## config.mk

```make
export PLATFORM = sky130hd
export DESIGN_NAME = qspi_flash_reader
export DESIGN_NICKNAME = d
export VERILOG_FILES = /design/src/rtl/qspi_flash_reader.sv
export SDC_FILE = /design/constraint.sdc
export NUM_CORES = 1
export LEC_CHECK = 0
export BUFFER_PORTS_ARGS = -buffer_cell sky130_fd_sc_hd__buf_4
export CAP_MARGIN = 20
export CELL_PAD_IN_SITES_DETAIL_PLACEMENT = 1
export CELL_PAD_IN_SITES_GLOBAL_PLACEMENT = 1
export CORE_MARGIN = 8
export CORE_UTILIZATION = 39
export DETAILED_ROUTE_END_ITERATION = 7
export GPL_TIMING_DRIVEN = 0
export PLACE_DENSITY_LB_ADDON = 0.1
export SYNTH_ARGS = -nofsm -noshare
export SYNTH_HDL_FRONTEND = slang
export SYNTH_SLANG_ARGS = --single-unit
```

## constraint.sdc

```tcl
create_clock -name clk -period 2.5 [get_ports clk]
set_input_delay 0.125 -clock clk [delete_from_list [all_inputs] [get_ports clk]]
set_output_delay 0.125 -clock clk [all_outputs]
set_load 0.03 [all_outputs]
```

## src/rtl/qspi_flash_reader.sv

```systemverilog
// SPI-mode (mode 0) serial flash word reader.
// Sends READ (0x03) followed by a word-aligned 24-bit address, then clocks in
// 32 data bits. The four bytes are returned little-endian: the first byte
// received lands in resp_data[7:0].
module qspi_flash_reader #(
    parameter int SCLK_HALF   = 1,
    parameter int CS_HIGH_GAP = 2
) (
    input  logic        clk,
    input  logic        rst_n,
    input  logic        req_valid,
    output logic        req_ready,
    input  logic [23:0] req_addr,
    output logic        resp_valid,
    input  logic        resp_ready,
    output logic [31:0] resp_data,
    output logic        cs,
    output logic        sclk,
    output logic        capture_clk,
    output logic        si,
    input  logic        so,
    output logic        wp,
    output logic        hold
);
    localparam logic [15:0] HALF_LAST = 16'(SCLK_HALF - 1);
    localparam logic [15:0] GAP_MIN   = 16'(CS_HIGH_GAP);

    typedef enum logic [1:0] {ST_IDLE, ST_SHIFT, ST_RESP, ST_GAP} state_t;
    state_t state, state_nx;

    // tx_sr holds the not-yet-sent bits below the one currently on si
    logic [30:0] tx_sr;
    // rx_sr collects data bits; the last bit is merged straight from so
    logic [30:0] rx_sr;
    logic [5:0]  slot;
    logic [15:0] ph_cnt;
    logic [15:0] gap_cnt;
    logic        high_half;
    logic        half_end;
    logic        slot_end;
    logic        unused_ok;

    // Bytes arrive MSB-first in order; reverse byte order for a little-endian word
    function automatic logic [31:0] byte_swap(input logic [31:0] w);
        return {w[7:0], w[15:8], w[23:16], w[31:24]};
    endfunction

    assign half_end    = (ph_cnt == HALF_LAST);
    assign slot_end    = half_end && high_half;
    assign capture_clk = sclk;
    assign wp          = 1'b1;
    assign hold        = 1'b1;
    // Address bits [1:0] are deliberately dropped (word aligned reads)
    assign unused_ok   = &{1'b0, req_addr[1:0]};

    // State register
    always_ff @(posedge clk or negedge rst_n) begin
        if (!rst_n) state <= ST_IDLE;
        else        state <= state_nx;
    end

    // Next-state logic; the cs-high gap includes cycles already spent in RESP
    always_comb begin
        state_nx = state;
        case (state)
            ST_IDLE:  if (req_valid && req_ready) state_nx = ST_SHIFT;
            ST_SHIFT: if (slot_end && (slot == 6'd63)) state_nx = ST_RESP;
            ST_RESP:  if (resp_ready) state_nx = (gap_cnt >= GAP_MIN) ? ST_IDLE : ST_GAP;
            ST_GAP:   if (gap_cnt >= GAP_MIN) state_nx = ST_IDLE;
            default:  state_nx = ST_IDLE;
        endcase
    end

    // Serial engine, response register and cs-high gap counter
    always_ff @(posedge clk or negedge rst_n) begin
        if (!rst_n) begin
            req_ready  <= 1'b0;
            cs         <= 1'b1;
            sclk       <= 1'b0;
            si         <= 1'b0;
            resp_valid <= 1'b0;
            resp_data  <= '0;
            tx_sr      <= '0;
            rx_sr      <= '0;
            slot       <= '0;
            ph_cnt     <= '0;
            high_half  <= 1'b0;
            gap_cnt    <= '0;
        end else begin
            req_ready <= (state_nx == ST_IDLE);
            case (state)
                ST_IDLE: begin
                    if (req_valid && req_ready) begin
                        // Bit 31 of the command word (0) goes out first
                        tx_sr     <= {7'h03, req_addr[23:2], 2'b00};
                        si        <= 1'b0;
                        cs        <= 1'b0;
                        sclk      <= 1'b0;
                        slot      <= '0;
                        ph_cnt    <= '0;
                        high_half <= 1'b0;
                    end
                end
                ST_SHIFT: begin
                    if (!half_end) begin
                        ph_cnt <= ph_cnt + 16'd1;
                    end else begin
                        ph_cnt <= '0;
                        if (!high_half) begin
                            high_half <= 1'b1;
                            sclk      <= 1'b1;
                        end else begin
                            // End of slot: sample so, then present the next si bit
                            high_half <= 1'b0;
                            sclk      <= 1'b0;
                            if (slot[5]) rx_sr <= {rx_sr[29:0], so};
                            if (slot == 6'd63) begin
                                cs         <= 1'b1;
                                resp_valid <= 1'b1;
                                resp_data  <= byte_swap({rx_sr, so});
                                gap_cnt    <= 16'd1;
                            end else begin
                                slot  <= slot + 6'd1;
                                tx_sr <= {tx_sr[29:0], 1'b0};
                                si    <= (slot < 6'd31) ? tx_sr[30] : 1'b0;
                            end
                        end
                    end
                end
                ST_RESP, ST_GAP: begin
                    if (gap_cnt < GAP_MIN) gap_cnt <= gap_cnt + 16'd1;
                    if ((state == ST_RESP) && resp_ready) resp_valid <= 1'b0;
                end
                default: ;
            endcase
        end
    end
endmodule

```

==> results.md <==
- Fin Setup TNS: 0 ns
- DRC Markers: 0
- Post-synth EDFFs: 0
- Seq/Total Area, Yosys: 59.68%
- Number of global-route vias before repair: 4576
- RSZ-0062 raised after global routing: false
- Die X: 137.4 um
- WL/cell: approximately 17 um
- Asr flop ratio synth: 100.0%
- Worst Path Required: 2.81 ns
- Post-Syn Area per Cell: about 11 sq um
- Highest clock rate: 440.5 MHz
- Worst slack, placed: 0.01018 ns
- P&R area growth vs syn: 24.91%
- Top Ports: 69
- Worst Setup EP: resp_data[26]
- Min Tclk post-route: between 2 and 2.5 ns
- Cell Rows: 44
- CTS clk-pin slew, worst paths: 0.06 ns
- Netlist cell types: 51
- Max-cap violation count: 0
- Via density: 5.285
- Final #Nets: 643
- DRT iter0 DRCs: 233
- Die Span Y: 137.4 um
- First-pass GRT wire length: between 20000 and 25000 um
- Gr usage total: 16.02%
- Static leakage: 3.543 nW
- Fin. Hold Viols: 0
- Clock sinks: roughly 140
- Post-synth top flop: dfrtp_1
- Synth warn: 0
- Crit Reg-Reg Endpoint: resp_data[26]
- Largest net degree at the start of global routing: 70
- Worst setup margin: 0.2299 ns
- CTS buffer count: 17
- Synthesized cell area: around 0.0057 sq mm
- 1st-pass router iterations: 4
- DR vias: 4260
- H-tree depth: 4
- Worst vdd ir: 0.4648 mV
- Crit Path Max Fanout: 10
- Status: complete, no violations
- Final slew viol count: 0
- Reg2reg path depth: 9
- Antenna cell count: 0
- Register-to-register setup slack: 0.23 ns
- Slew HR: 41.51%
- CTS Buffer Depth: 2
- RR Startpoint: ph_cnt[0]
- DP HPWL: around 9500 um
- Worst-skew pair later-pin latency: 0.42 ns
- Layout cells sized above 1: 25.08%
- Clock tree from TritonCTS: yes
- PD cells: between 800 and 900 mW/mm^2
- Critical path origin: ph_cnt[0]
- Cells after DPL: 770
- Setup violations, final: 0
- Skew final: 0.007318 ns
- Routability cong.: between 0.8 and 0.9
- Global route overflow: 0
- Initial antenna violation count: 0
- Number of port buffers: 64
- Root buffer cell: clkbuf_16
- DIE AREA: ~0.019 sq mm
- HP Class: in2reg
- Fin crit share: about nine tenths
- Initial core utilization: 39.69%
- Fill cells: 1573
- Routed WL: 13880 um
- Setup CP Type: reg2reg
- Yosys reg bits: 137
- Final antenna-violating net count: 0
- Crit path launch type: flip-flop
- Arrival time worst endpoint: about 2.6 ns
- CORE AREA: 0.01448 sq mm
- Worst-margin pin slew: 0.8707 ns
- Post-synthesis cell count: 520
- CP endpoint kind: flip-flop
- Final non-filler cell total: 806
report_power, final:
part | switching (mW) | leakage, nW | internal, mW
combinational | 0.440 | 1.42 | 0.469
sequential | 0.325 | 1.82 | 2.55
clock | 0.937 | 0.304 | 1.73
total | 1.70 | 3.54 | 4.75
metal layers:
metal / part of all wire [%] / GRT usage [%] / vias up
li1: - / - / 2025
met1: 50 / 22.59 / 2166
met2: 45 / 23.23 / 55
met3: 3.9 / 4.559 / 14
met4: 1.0 / 5.069 / 0
met5: 0 / 0 / -
area by class of cell:
class / count / area (sq um) / area share, %
flip-flops and latches: 137 / 3430 / 47.78
multi-input cells: 348 / 2161 / 30.10
repair buffers: 69 / 549.3 / 7.652
clock buffers: 27 / 523.0 / 7.286
well taps: 184 / 230.2 / 3.207
plain buffers: 30 / 156.4 / 2.179
clock inverters: 5 / 106.4 / 1.482
inverters: 6 / 22.52 / 0.3138
worst min path at each step:
stage / cells past startpoint / slack [ns] / start / endpoint
after floorplan: 0 / -0.17 / rst_n / gap_cnt[0]
after global placement: 3 / 0.35 / so / resp_data[24]
after detailed placement: 1 / 0.18 / rst_n / ph_cnt[7]
after CTS: 3 / 0.02 / req_addr[8] / tx_sr[8]
after global routing: 3 / 0.03 / req_addr[8] / tx_sr[8]
final: 3 / 0.04 / req_addr[8] / tx_sr[8]
what timing repair did:
action / in CTS / in global routing
resized for setup: 1 / 7
endpoints found under the setup margin: 13 / 92
hold endpoints to repair: 71 / 0
pin swaps: 0 / 1
hold buffers: 3 / 0
buffers inserted: 0 / 1
per-stage QoR:
step                hold WS (ns)  power [mW]  utilization [%]  cell area (sq um)
detailed placement        0.1795       3.797            44.84               6492
finish                   0.03680       6.452            49.58               7178
global placement          0.3539       3.747            44.63               6461
floorplan                -0.1706       3.479                -               5751
global route             0.02753       6.762            49.58               7178
CTS                      0.02371       6.497            49.40               7153
registers in the layout, indices dropped and copies added, names as in the netlist:
name,flops
resp_data,32
rx_sr,31
tx_sr,29
gap_cnt,16
ph_cnt,16
slot,6
state,2
cs,1
high_half,1
req_ready,1
resp_valid,1
si,1
cell families after synthesis:
family / share of synthesized area, %
fa+ha+maj: 1.089
flops: 59.68
buf+inv: 3.070
simple gates: 16.63
other cells: 0.06525
mux: 6.249
compound gates: 12.76
xor+xnor: 0.4573
placed cells by master (no fill, tap or decap), types with 5 or more instances in the layout:
cell type  synthesis  final
clkbuf_1          12     14
buf_2             12     12
nor2b_1           10     10
nor2_1            15     15
o31ai_1            8      8
clkbuf_8           0      6
mux2_2            31     31
a21oi_1           11     11
nand2_1          119    119
nand4_1            7      7
dfrtp_1          136    136
nand3_1           16     16
a2bb2oi_1         21     21
buf_4              3     67
a22o_1             7      7
and2_1             7      7
inv_1              6      6
o21ai_0           20     20
ha_1               5      5
clkbuf_16          0     17
o22ai_1           21     21
cells in the mapped netlist (all sizes together), types with 3 or more instances:
cell type | number | area [sq um]
nor4 | 7 | 80.07
buf | 18 | 108.9
nand4 | 8 | 56.30
nor3 | 5 | 25.02
xor2 | 3 | 26.28
mux2 | 31 | 349.1
nor2b | 10 | 62.56
nand3 | 16 | 80.08
o21ai | 20 | 100.1
a22o | 7 | 61.31
o31ai | 8 | 60.06
nor2 | 16 | 62.56
a31oi | 4 | 25.02
o22ai | 21 | 131.4
and2 | 7 | 43.79
dfrtp | 136 | 3403
nand2 | 119 | 446.7
inv | 6 | 22.52
a2bb2oi | 21 | 183.9
ha | 5 | 62.56
clkbuf | 12 | 45.04
a21oi | 11 | 55.05
critical path, stage by stage, from the launching register on:
cell,delay [ns]
dfrtp_1,0.45
inv_1,0.09
ha_1,0.13
nor3b_2,0.20
nand4_2,0.25
or4_4,0.61
buf_6,0.16
buf_6,0.14
nand2_1,0.07
nand2_1,0.05
Power figures use the tool's default switching activity.
